<file path="src/rtl/lab6_load_arbiter.sv">
// lab6_load_arbiter
// Round-robin arbiter and write sequencer that shares one WIDTH-bit loadable
// register between NREQ requesters. Every write takes three cycles:
// IDLE (grant) -> LOAD (commit) -> HOLD (cooldown) -> IDLE.
//
// Ports
//   Clk     : system clock, rising edge
//   reset   : asynchronous active-low reset
//   req     : request lines, bit i = requester i
//   data    : flattened request data, requester i at data[i*WIDTH +: WIDTH]
//   gnt     : registered one-hot grant
//   load    : registered load strobe to the register datapath
//   D       : registered data presented to the register datapath
//   Q       : committed register value
//   owner   : index of the requester that last wrote Q
//   valid   : high once Q has been written since reset
//   wr_cnt  : saturating count of completed writes
module lab6_load_arbiter #(
  parameter int WIDTH = 4,
  parameter int NREQ  = 4,
  parameter int CNTW  = 8
) (
  input  logic                      Clk,
  input  logic                      reset,
  input  logic [NREQ-1:0]           req,
  input  logic [NREQ*WIDTH-1:0]     data,
  output logic [NREQ-1:0]           gnt,
  output logic                      load,
  output logic [WIDTH-1:0]          D,
  output logic [WIDTH-1:0]          Q,
  output logic [$clog2(NREQ)-1:0]   owner,
  output logic                      valid,
  output logic [CNTW-1:0]           wr_cnt
);

  localparam int IDXW = $clog2(NREQ);

  typedef enum logic [1:0] {
    IDLE = 2'd0,
    LOAD = 2'd1,
    HOLD = 2'd2
  } state_e;

  state_e            state_q,  state_d;
  logic [NREQ-1:0]   gnt_q,    gnt_d;
  logic              load_q,   load_d;
  logic [WIDTH-1:0]  dout_q,   dout_d;
  logic [WIDTH-1:0]  reg_q,    reg_d;
  logic [IDXW-1:0]   owner_q,  owner_d;
  logic              valid_q,  valid_d;
  logic [CNTW-1:0]   wr_cnt_q, wr_cnt_d;
  logic [IDXW-1:0]   last_q,   last_d;

  // Round-robin winner: search from last+1 upward with wrap. The candidate
  // carries one extra bit so the wrap works for non-power-of-two NREQ.
  logic [IDXW:0]     cand;
  logic [IDXW-1:0]   win;
  logic              found;

  always_comb begin
    found = 1'b0;
    win   = last_q;
    cand  = '0;
    for (int k = 1; k <= NREQ; k++) begin
      cand = {1'b0, last_q} + (IDXW+1)'(k);
      if (cand >= (IDXW+1)'(NREQ)) begin
        cand = cand - (IDXW+1)'(NREQ);
      end
      if (!found && req[cand[IDXW-1:0]]) begin
        found = 1'b1;
        win   = cand[IDXW-1:0];
      end
    end
  end

  always_comb begin
    state_d  = state_q;
    gnt_d    = gnt_q;
    load_d   = load_q;
    dout_d   = dout_q;
    reg_d    = reg_q;
    owner_d  = owner_q;
    valid_d  = valid_q;
    wr_cnt_d = wr_cnt_q;
    last_d   = last_q;
    case (state_q)
      IDLE: begin
        // Data is captured here only; later changes cannot affect this write.
        if (found) begin
          state_d = LOAD;
          gnt_d   = NREQ'(1) << win;
          load_d  = 1'b1;
          dout_d  = data[int'(win)*WIDTH +: WIDTH];
          last_d  = win;
        end
      end
      LOAD: begin
        reg_d   = dout_q;
        owner_d = last_q;
        valid_d = 1'b1;
        if (wr_cnt_q != '1) begin
          wr_cnt_d = wr_cnt_q + CNTW'(1);
        end
        gnt_d   = '0;
        load_d  = 1'b0;
        state_d = HOLD;
      end
      HOLD: begin
        // Cooldown: requests are ignored for one cycle.
        state_d = IDLE;
      end
      default: begin
        state_d = IDLE;
        gnt_d   = '0;
        load_d  = 1'b0;
      end
    endcase
  end

  always_ff @(posedge Clk or negedge reset) begin
    if (!reset) begin
      state_q  <= IDLE;
      gnt_q    <= '0;
      load_q   <= 1'b0;
      dout_q   <= '0;
      reg_q    <= '0;
      owner_q  <= '0;
      valid_q  <= 1'b0;
      wr_cnt_q <= '0;
      last_q   <= IDXW'(NREQ - 1);
    end else begin
      state_q  <= state_d;
      gnt_q    <= gnt_d;
      load_q   <= load_d;
      dout_q   <= dout_d;
      reg_q    <= reg_d;
      owner_q  <= owner_d;
      valid_q  <= valid_d;
      wr_cnt_q <= wr_cnt_d;
      last_q   <= last_d;
    end
  end

  assign gnt    = gnt_q;
  assign load   = load_q;
  assign D      = dout_q;
  assign Q      = reg_q;
  assign owner  = owner_q;
  assign valid  = valid_q;
  assign wr_cnt = wr_cnt_q;

endmodule
</file>
<file path="config.mk">
export PLATFORM = sky130hd
export DESIGN_NAME = lab6_load_arbiter
export DESIGN_NICKNAME = d
export VERILOG_FILES = /design/src/rtl/lab6_load_arbiter.sv
export SDC_FILE = /design/constraint.sdc
export NUM_CORES = 1
export LEC_CHECK = 0
export CORE_MARGIN = 4
export CORE_UTILIZATION = 41
export DETAILED_ROUTE_END_ITERATION = 7
export PLACE_DENSITY = 0.85
export SLEW_MARGIN = 0
export SYNTH_ARGS = -nofsm -noshare
export SYNTH_HDL_FRONTEND = slang
export SYNTH_SLANG_ARGS = --single-unit
</file>
<file path="constraint.sdc">
create_clock -name Clk -period 1.7 [get_ports Clk]
set_input_delay 0.17 -clock Clk [delete_from_list [all_inputs] [get_ports Clk]]
set_output_delay 0.17 -clock Clk [all_outputs]
set_load 0.01 [all_outputs]
</file>
## Yosys cells after proc, flatten, opt, wreduce, memory -nomap -nowiden

Index checks and enable logic that the tools add are counted.

| word-level totals | value |
|---|---|
| flip-flop bits (word level) | 28 |
| input port bits | 22 |

| operators by class | value |
|---|---|
| $add $sub $neg | 9 |
| magnitude comparators | 8 |
| equality and inequality tests | 4 |
| shifts and indexed selects | 2 |
| muxes and demuxes | 26 |
| bitwise operators | 1 |
| reductions and logical operators | 10 |

Operator list:

| cell | count |
|---|---|
| 2-bit 2-to-1 mux | 9 |
| 16-bit by 5-bit variable part select with 4-bit output | 1 |
| 3-bit greater-or-equal comparator (second input constant) | 4 |
| 2-bit by 3-bit < comparator with 1-bit output (second input constant) | 4 |
| 1-bit 2-to-1 mux | 9 |
| 8-bit by 1-bit adder with 8-bit output (second input constant) | 1 |
| 1-bit binary-select mux with 2-bit select | 4 |
| 8-bit inequality test (second input constant) | 1 |
| 4-bit one-hot mux with 2 select lines | 1 |
| 2-bit by 1-bit subtractor with 2-bit output (second input constant) | 4 |
| 2-bit by 2-bit adder with 3-bit output (second input constant) | 2 |
| 2-bit AND reduction | 3 |
| 4-bit 2-to-1 mux | 1 |
| 2-bit one-hot mux with 2 select lines | 1 |
| 1-bit by 2-bit left shift with 4-bit output (first input constant) | 1 |
| 2-bit by 1-bit adder with 3-bit output (second input constant) | 1 |
| 2-bit by 3-bit adder with 3-bit output (second input constant) | 1 |
| 1-bit logical AND | 3 |
| 1-bit logical NOT | 3 |
| 2-bit by 1-bit == test with 1-bit output (second input constant) | 1 |
| 2-bit == test (second input constant) | 1 |
| 2-bit logical NOT | 1 |
| 2-bit inequality test (second input constant) | 1 |
| 1-bit one-hot mux with 2 select lines | 1 |
| 1-bit inverter | 1 |

## Longest topological paths before layout

Gate-level depths: netlist (run 1).

| depth | value |
|---|---|
| depth in word-level cells | 18 |
| depth in mapped cells | 7 |

## Worst setup path after synthesis (run 1)

No wires, ideal clock.

| timing path | value |
|---|---|
| path type | reg-to-reg |
| start | register last_q[1] |
| end | register dout_q[3] (netlist: D[3]) |
| arrival time | 1.557 ns |
| data required time | 1.571 ns |
| path slack | 0.014 ns |
| stages on the path, launching flop included | 7 |
| buffers on the path | 1 |
| cell sequence | dfstp_2 > buf_2 > mux2i_1 > o22ai_1 > nor2_4 > mux2i_1 > o211ai_2 |

| on the way | value |
|---|---|
| longest elaborated chain between the ends | 16 |
| elaborated cells on any way between the ends | 40 |

Ends and longest elaborated chain:

| element | RTL line | source |
|---|---|---|
| start: declaration | 52 | `logic [IDXW-1:0] last_q, last_d;` |
| start signal: assignment | 130 | `last_q <= IDXW'(NREQ - 1);` |
| start signal: assignment | 140 | `last_q <= last_d;` |
| 2-bit by 1-bit adder with 3-bit output | 65 | `cand = {1'b0, last_q} + (IDXW+1)'(k);` |
| 3-bit greater-or-equal comparator / 2-bit by 1-bit subtractor with 2-bit output (equally long branches) | 66, 67 |  |
| 2-bit 2-to-1 mux | 66 | `if (cand >= (IDXW+1)'(NREQ)) begin` |
| 1-bit binary-select mux with 2-bit select | 69 | `if (!found && req[cand[IDXW-1:0]]) begin` |
| 1-bit 2-to-1 mux (implied by the code) | 69 |  |
| 1-bit 2-to-1 mux | 69 |  |
| 1-bit logical NOT | 69 |  |
| 1-bit logical AND | 69 |  |
| 1-bit 2-to-1 mux | 69 |  |
| 1-bit logical NOT | 69 |  |
| 1-bit logical AND | 69 |  |
| 1-bit 2-to-1 mux | 69 |  |
| 1-bit logical NOT | 69 |  |
| 1-bit logical AND | 69 |  |
| 2-bit 2-to-1 mux / 1-bit 2-to-1 mux (equally long branches) | 69 |  |
| 16-bit by 5-bit variable part select with 4-bit output / 2-bit AND reduction (equally long branches) | n/a |  |
| end signal: assignment | 135 | `dout_q <= dout_d;` |
| end: declaration | 47 | `logic [WIDTH-1:0] dout_q, dout_d;` |

Parallel ways exist; a longest one is shown, timed or not. The select of a mux whose other input is x is not followed.
A chain may end at the register's enable or synchronous reset.

## Worst setup path in the final report (run 1)

| timing path | value |
|---|---|
| start | register last_q[1] |
| end | register dout_q[1] (netlist: D[1]) |

The elaborated chain is that of the path after synthesis.

==> impl_metrics.csv, run 1 <==
group,metric,value,unit
setup_path,rr_endpoint,"D[1]",
grt,antenna_found_initial,0,
clock_network,cts_made_buffers,3,
synthesis,ys_types,40,
timing,fmax,570,MHz
grt,track_usage,0.165,
final_layout,area_delta_synth_final,52.4,%
setup_path,crit_path_start_kind,"flip-flop",
grt,grt_max_degree,29,
drt,first_pass_iters,4,
drt,drc,0,
pwr,combPwrFrac,0.573,
final_layout,design_area,2110,µm²
pwr,p_seq_frac,0.339,
pwr,finalPower,3.64,mW
clock_network,tritoncts,"yes",
min_path,hold_path.class,"in -> async",
die,start_util,0.442,
pwr,p_sw_frac,0.368,
timing,worst_slew_pin_slew,0.344,ns
drt,via_count,1189,
pwr,clockPowerShare,0.088,
setup_path,arrival,2.02,ns
final_layout,drive_gt1_frac,0.288,
grt,grt.overflow.total,0,
drt,finalWirelength,3.35,mm
die,die_y,66.1,µm
setup_path,worstPathMaxFanout,5,
synthesis,ys.warnings.count,0,
drt,wl_per_cell,14.7,µm
grt,grt_pass1_wl,5.44,mm
clock_network,cts.clk_slew.worst_paths,0.14,ns
synthesis,yosysSeqAreaShare,0.508,
timing,clock_skew,0.00602,ns
synthesis,synthCells,121,
drt,viasPerCell,5.21,
timing,worst_slack,-0.0547,ns
timing,fin_hold_ws,0.211,ns
clock_network,cts.sinks,28,
pwr,irDropWorstVdd,0.000888,V
drt,drtAntennaViolNets,0,
timing,slew_violations,0,
timing,hold_viol,0,
timing,relSlewSlack,0.771,
drt,drt_iter0_markers,38,
final_layout,layout.nets,208,
synthesis,syn_area_per_cell,11.4,µm²
place,dpl.cell_count,217,
pwr,leakagePower,0.887,nW
clock_network,root_buffer,"clkbuf_4",
clock_network,clock_path_buffers,2,
pwr,p_sw,1.34,mW
timing,setup_viol,5,
setup_path,r2r_setup_slack,-0.05,ns
synthesis,synth_fp_nets,144,
setup_path,worst_ep_required_time,1.96,ns
timing,period_minus_slack,1.75,ns
pwr,power_density,1730,nW/µm²
final_layout,diodes,0,
clock_network,clkLatencyLatePin,0.33,ns
timing,rsz0062_at_grt,"yes",
die,die_area,4370,µm²
die,num_rows,20,
grt,grt_pass1_vias,1197,
die,die_w,66.1,µm
die,ioPinCount,46,
setup_path,r2r-start,"last_q[1]",
outcome,status,"finished, violations left",
clock_network,cts_max_level,1,
final_layout,fin_util,0.674,
setup_path,end_kind,"flip-flop",
place,place_area,1940,µm²
outcome,violations,"negative setup slack",
synthesis,ys_ff_latch,28,
pwr,p_int,2.30,mW
place,pre_cts_slack,-0.213,ns
setup_path,reg2reg_depth,5,
synthesis,synth_area,1380,µm²
timing,fin_crit_sh,1.03,
final_layout,stdcell_count,228,
place,io_buffers,45,
timing,setup_tns,-0.183,ns
place,gp_congestion,0.889,
place,dpl.hpwl,2.53,mm
run,maxCapViolCount,0,
setup_path,worstSetupPathType,"reg -> reg",
die,coreArea,3130,µm²
kinds of logic (layout without fill, tap and decap cells):
group                      after synthesis  count (layout)  share of synthesized area
AOI/OAI and AO/OA                       28              28                      0.167
and+or+nand+nor                         39              39                      0.152
xor gates and xnor gates                 7               7                     0.0443
buffers and inverters                    6              69                     0.0262
muxes                                   12              12                     0.0931
DFF                                     28              28                      0.508
adders and majority gates                1               1                    0.00904
layer usage:
layer	up-vias	global-route usage	routed length, µm
met1	570	0.188	1300
met2	49	0.295	1740
li1	562	-	-
met4	0	0.0609	81
met5	-	0	0
met3	8	0.0391	224
worst max-delay path by stage:
| stage | endpoint | cells past startpoint | slack (ns) | from |
|---|---|---|---|---|
| after floorplan | D[3] | 6 | 0.01 | last_q[1] |
| after global placement | D[2] | 7 | -0.10 | req[3] |
| after detailed placement | D[3] | 6 | -0.21 | req[3] |
| after CTS | D[3] | 5 | -0.01 | last_q[0] |
| after global routing | gnt[2] | 6 | -0.10 | last_q[1] |
| final | D[1] | 5 | -0.05 | last_q[1] |
worst max-delay path, stage by stage (launching register included):
cell	delay (ns)
dfstp_2	0.64
or2_4	0.15
a21oi_2	0.05
or3_4	0.38
or2_4	0.29
o211ai_2	0.17
area by class of cell:
| type | count | area, µm² |
|---|---|---|
| fillers | 255 | 1020 |
| multi-input cells | 87 | 716 |
| clock buffers | 4 | 36.3 |
| flip-flops and latches | 28 | 703 |
| well taps | 44 | 55.1 |
| repair buffers | 62 | 582 |
| inverters | 3 | 16.3 |
sequential cells by signal, summed over array words and instances, names as in the netlist, 2 cells and up:
name,flops
wr_cnt,8
D,4
Q,4
gnt,4
last_q,2
owner,2
state_q,2
power by group through the flow:
stage          Clock [mW]  Combinational [mW]  Sequential (mW)
6_report            0.321                2.09             1.23
5_1_grt             0.356                2.27             1.27
4_1_cts             0.334                1.95             1.22
3_5_place_dp            0                1.82             1.23
3_3_place_gp            0                1.76             1.20
2_1_floorplan           0               0.949             1.28
cells in the final DEF (no fill, tap or decap), drive strengths merged, types with 3 or more instances in the layout:
| cell type | instances |
|---|---|
| nand2 | 11 |
| nand3 | 7 |
| dfrtp | 26 |
| clkdlybuf4s50 | 45 |
| xnor2 | 5 |
| mux2 | 7 |
| buf | 17 |
| o21ai | 9 |
| mux2i | 5 |
| nor2 | 6 |
| inv | 3 |
| nand2b | 5 |
| o211ai | 4 |
| clkbuf | 4 |
| a21bo | 4 |
synth_stat cells, drive strengths merged:
master | number | area [µm²]
a211oi | 1 | 12.5
a21bo | 4 | 40.0
a21boi | 1 | 7.51
a21o | 1 | 7.51
a21oi | 2 | 13.8
a31oi | 1 | 12.5
a32o | 1 | 10.0
and3 | 2 | 12.5
buf | 2 | 16.3
clkbuf | 1 | 3.75
dfrtp | 26 | 651
dfstp | 2 | 52.6
ha | 1 | 12.5
inv | 3 | 16.3
mux2 | 7 | 78.8
mux2i | 5 | 50.1
nand2 | 11 | 41.3
nand2b | 5 | 31.3
nand3 | 7 | 35.0
nand4 | 2 | 12.5
nor2 | 6 | 30.0
nor4 | 1 | 6.26
o211ai | 4 | 50.1
o21a | 1 | 7.51
o21ai | 9 | 45.0
o22a | 1 | 8.76
o22ai | 1 | 6.26
o31a | 1 | 10.0
or2 | 2 | 15.0
or2b | 1 | 8.76
or3 | 2 | 17.5
xnor2 | 5 | 43.8
xor2 | 2 | 17.5
repair_timing:
item / in CTS / in global routing
hold endpoints to repair: 0 / 0
gates resized for setup: 6 / 10
endpoints found under the setup margin: 5 / 10
pin swaps: 4 / 5
buffers inserted: 4 / 3
hold buffers: 0 / 0
Power figures use the tool's default switching activity.
==> run 2: changes to the inputs <==
ABC_CLOCK_PERIOD_IN_PS = 1700   (was default)
==> results of run 2 <==
No change in the layout: final DEF, timing and power equal those of run 1.
==> run 3: changes to the inputs <==
SLEW_MARGIN = 20   (was 0)
==> results of run 3 <==
No change in the layout: final DEF, timing and power equal those of run 1.
==> variant 1: new RTL, flow settings as in run 2 <==
Take the reset off `dout_q` and load it in a clocked block of its own.
--- a/src/rtl/lab6_load_arbiter.sv
+++ b/src/rtl/lab6_load_arbiter.sv
@@ -123,5 +123,4 @@
       gnt_q    <= '0;
       load_q   <= 1'b0;
-      dout_q   <= '0;
       reg_q    <= '0;
       owner_q  <= '0;
@@ -133,5 +132,4 @@
       gnt_q    <= gnt_d;
       load_q   <= load_d;
-      dout_q   <= dout_d;
       reg_q    <= reg_d;
       owner_q  <= owner_d;
@@ -140,4 +138,8 @@
       last_q   <= last_d;
     end
+  end
+
+  always_ff @(posedge Clk) begin
+    dout_q <= dout_d;
   end
 
Check against the original RTL: not equivalent (Yosys sat finds a counterexample within 4 cycles, from zero or initial values and one cycle with reset low).
==> variant 1 against run 2 <==
The run still ends with negative setup slack left; design area fell by 5.2%; total power fell by 1.4%; die area down 2.6%; sequential power up 5%; worst setup slack worse by 0.054 ns; wire length shrank 5.4%; area after synthesis shrank 3.0%; sequential cell count unchanged; highest routed layer unchanged.
==> variant 1: results (changes against run 2) <==
| Metric | Value |
|---|---|
| Reg clk slew, reported paths | `0.15 ns` |
| HPWL Detailed | `2.42 mm (-4.2%)` |
| Max Root-Sink Buffers | `2 (unchanged)` |
| Yosys cell types | `30 (-25%)` |
| Max FO, Critical Path | `4 (-1)` |
| Hold Crit Class | `primary input to asynchronous set/reset pin` |
| Slew Limit Headroom | `77.2% (+0.14 points)` |
| Initial antenna violation count | `0 (unchanged)` |
| Final setup margin | `-0.109 ns (-0.0540 ns)` |
| Warnings, synthesis | `0 (unchanged)` |
| Total iterations of the first detailed-routing run | `4 (unchanged)` |
| Reg2reg path depth | `7 (+2)` |
| Clock Sinks | `28 (unchanged)` |
| Net Count, Synth | `135 (-6.3%)` |
| Fill cells | `265 (+3.9%)` |
| Register area share after synthesis | `53.9% (+3.1 points)` |
| Iter 0 DRT Violations | `32 (-16%)` |
| Pint | `0.00234 W (+1.7%)` |
| Failing checks | `negative setup slack` |
| IR drop worst, VDD | `0.844 mV (-5.0%)` |
| Clk root buf | `clkbuf_4` |
| Number of synthesized flops with an enable pin | `4 (+4)` |
| Nets@finish | `193 (-7.2%)` |
| Final setup violation count | `5 (unchanged)` |
| Vias/cell | `5.25 (+0.74%)` |
| Antenna Cells | `0 (unchanged)` |
| Pre-CTS setup slack | `-0.185 ns (+0.0278 ns)` |
| Gpl congestion | `0.847 (-4.7%)` |
| WL per Instance | `14.9 µm (+1.2%)` |
| Ys async rst share | `85.7% (-14 points)` |
| Post-CTS Setup Bufs | `0 (-4)` |
| Max reg flops | `8 (unchanged)` |
| Cts bufs inserted | `3 (unchanged)` |
| Vias in the first global route | `1146 (-4.3%)` |
| Number of H-tree levels | `1 (unchanged)` |
| Largest net degree at the start of global routing | `25 (-14%)` |
| IO buf count | `45 (unchanged)` |
| Leak pwr | `0.825 nW (-7.0%)` |
| Grt total ovfl | `0 (unchanged)` |
| First-pass GRT wire length | `5.31 mm (-2.3%)` |
| Total GRT Usage | `16.3% (-0.14 points)` |
| Final setup TNS | `-0.374 ns (-0.191 ns)` |
| Status | `finished, violations left` |
| Main synth FF type | `dfrtp_1` |
| Dominant cells by area after synthesis | `dfrtp_1, mux2i_1, edfxtp_1, mux2_1, dfstp_2` |
| Fraction of layout instances using a drive strength above 1 | `16.0% (-13 points)` |
| Commonest cells post-synth | `dfrtp_1, mux2i_1, a21oi_1, nand2_1` |
| Post-Route Skew | `0.00431 ns (-0.00170 ns)` |
| Clock Latency Late Sink | `0.33 ns (about the same)` |
-- variant 1: cell types whose count changed in the layout (fill, tap and decap cells not counted), sizes merged, moves of 3 or more --
cell    change
nand3       -3
a21oi       +7
a21bo       -4
buf         -5
o21ai       -8
mux2i       +9
o211ai      -3
edfxtp      +4
dfrtp       -4
-- variant 1: worst max-delay path, cell delays in order (launching register included) --
cell and delay [ns]:
dfstp_2 0.61, buf_4 0.14, nand2_1 0.06, o22ai_2 0.22, nor2_4 0.06, buf_4 0.15, or3_1 0.36, a21oi_2 0.13
-- variant 1: layout make-up --
type	count	share of cell area (%)
clock buffers	3	1.13
multi-input cells	79	30.8
inverters	1	0.188
repair buffers	57	27.4
well taps	44	2.76
clock inverters	1	1.50
flip-flops and latches	28	36.2
-- variant 1: cells by family after synthesis --
kind of cell | count (synthesis) | share of synthesized area, %
AO/OA/AOI/OAI | 16 | 9.23
XOR/XNOR | 5 | 3.26
adder cells (fa/ha/maj) | 1 | 0.932
buffers and inverters | 5 | 2.14
flip-flops | 28 | 53.9
multiplexers | 22 | 17.1
AND/OR/NAND/NOR | 35 | 13.4
-- variant 1: final timing paths --
check / start / to / slack [ns]
max: last_q[1] / gnt[3] / -0.11
min: reset / wr_cnt[5] / 0.17
max reg2reg: last_q[1] / gnt[3] / -0.11
min reg2reg: valid / valid / 0.49
max in group asynchronous: reset / last_q[0] / 1.25
min in group Clk: valid / valid / 0.49
-- variant 1: routing by layer --
| layer | vias to the layer above | track usage (%) | wire (µm) |
|---|---|---|---|
| met5 | - | 0 | 0 |
| met4 | 0 | 7.25 | 69 |
| met3 | 8 | 3.76 | 206 |
| met2 | 52 | 30.5 | 1650 |
| met1 | 546 | 17.3 | 1240 |
| li1 | 513 | - | - |
-- variant 1: repair_timing --
item	CTS	global route
cloned	1	0
gates resized for setup	4	5
endpoints found under the setup margin	5	6
pin swaps	2	0
-- variant 1: stage by stage --
| stage | cell area, µm² | instances | hold WS, ns | total power [W] |
|---|---|---|---|---|
| floorplan | 1350 | 112 | -0.126 | 0.00219 |
| CTS | 1980 | 213 | 0.171 | 0.00357 |
| finish | 2000 | 213 | 0.168 | 0.00359 |
| detailed placement | 1910 | 208 | 0.457 | 0.00308 |
| global placement | 1910 | 208 | 0.455 | 0.00300 |
| global route | 2000 | 213 | 0.178 | 0.00384 |
-- variant 1: power by group through the flow --
stage | combinational, W | sequential, W | clock (W)
final | 0.00187 | 0.00129 | 0.000433
after global routing | 0.00204 | 0.00134 | 0.000465
after CTS | 0.00185 | 0.00129 | 0.000441
after detailed placement | 0.00178 | 0.00130 | 0
after global placement | 0.00172 | 0.00128 | 0
after floorplan | 0.000836 | 0.00136 | 0
==> variant 2: new RTL, config.mk and constraints of run 2 <==
Without the edit above. `WIDTH`: 4 -> 3.
--- a/src/rtl/lab6_load_arbiter.sv
+++ b/src/rtl/lab6_load_arbiter.sv
@@ -17,5 +17,5 @@
 //   wr_cnt  : saturating count of completed writes
 module lab6_load_arbiter #(
-  parameter int WIDTH = 4,
+  parameter int WIDTH = 3,
   parameter int NREQ  = 4,
   parameter int CNTW  = 8
Interface: changed (resized D, Q and data); port bits go from 46 to 40. The function was not compared with the original's and may differ.
==> variant 2 against run 2 <==
Final cell count down 18%; sequential cell count down 2; design area is 16% lower; worst setup slack better by 0.15 ns; wire length down 13%; combinational power down 25%; non-clock buffer count shrank 16; via count shrank 16%; area after synthesis down 9.6%; total power shrank 14%; largest cell class is now flip-flops and latches.
==> variant 2: results (changes against run 2) <==
| Metric | Value |
|---|---|
| IO buf count | `39 (-13%)` |
| Gate Count Post-Synth | `107 (-12%)` |
| Largest net degree at the start of global routing | `27 (-6.9%)` |
| Vias in the first global route | `1049 (-12%)` |
| Leak pwr | `0.779 nW (-12%)` |
| Routed met3 length | `110 µm (-51%)` |
| Post-place instance area | `1720 µm² (-12%)` |
| Register area share after synthesis | `52.2% (+1.4 points)` |
| Post-CTS Setup Bufs | `0 (-4)` |
| Reg2reg path depth | `4 (-1)` |
| Iter 0 DRT Violations | `32 (-16%)` |
| Final setup margin | `0.0908 ns (+0.146 ns)` |
| Fill cells | `225 (-12%)` |
| Pre-CTS setup slack | `-0.0896 ns (+0.123 ns)` |
| HPWL Detailed | `2.30 mm (-8.8%)` |
| Vias/cell | `5.34 (+2.3%)` |
| Status | `complete, no violations` |
| Wire length on met2 | `1.54 mm (-12%)` |
| Net Count, Synth | `126 (-13%)` |
| Nets@finish | `176 (-15%)` |
| Worst-Margin Slew | `0.455 ns (+0.111 ns)` |
| Post-Route Skew | `0.0192 ns (+0.0132 ns)` |
| WL final | `2.92 mm (-13%)` |
| Hold Slack | `0.194 ns (-0.0170 ns)` |
| CP arrival | `1.82 ns (-0.20 ns)` |
==> variant 2: report_power, final <==
group | internal [W] | switching, W | total (W)
clock | 0.000239 | 0.000182 | 0.000421
combinational | 0.000867 | 0.000697 | 0.00156
sequential | 0.000901 | 0.000234 | 0.00114
total | 0.00201 | 0.00111 | 0.00312
==> variant 2: area by class of cell <==
class	count	area [µm²]	area share (%)
Sequential cell	26	653	36.7
Multi-Input combinational cell	74	571	32.0
Timing Repair Buffer	46	443	24.9
Tap cell	31	38.8	2.18
Clock inverter	1	30.0	1.69
Clock buffer	3	22.5	1.26
Inverter	6	22.5	1.26
==> variant 2: worst max-delay path: stages (launching register included) <==
cell,delay [ns]
dfrtp_1,0.45
and3_1,0.22
and3_4,0.21
a31oi_4,0.26
mux2_2,0.36
==> variant 2: routing by layer <==
layer	up-vias	GRT usage, %
met1	490	18.1
met4	0	5.93
li1	476	-
met5	-	0
met3	6	3.20
met2	26	26.9
==> variant 2: worst min-delay path by stage <==
stage             start   endpoint  slack [ns]  cells past startpoint
2_1_floorplan     reset       D[0]       -0.13                      0
3_3_place_gp      valid      valid        0.45                      1
3_5_place_dp   owner[1]   owner[1]        0.47                      2
4_1_cts           reset  wr_cnt[5]        0.20                      2
5_1_grt           reset  wr_cnt[5]        0.21                      2
6_report          reset       D[2]        0.19                      2
==> variant 2: cell families after synthesis <==
kind of cell | Yosys count | share of synthesized area, %
AND/OR/NAND/NOR | 36 | 16.6
flip-flops | 26 | 52.2
AO/OA/AOI/OAI | 21 | 15.3
buffers and inverters | 8 | 3.10
multiplexers | 8 | 6.90
XOR/XNOR | 7 | 4.90
adder cells (fa/ha/maj) | 1 | 1.00
==> variant 2: repair_timing <==
action | 4_1_cts | 5_1_grt
setup endpoints to repair | 0 | 1
hold buffers | 0 | 0
gates resized for setup | 0 | 1
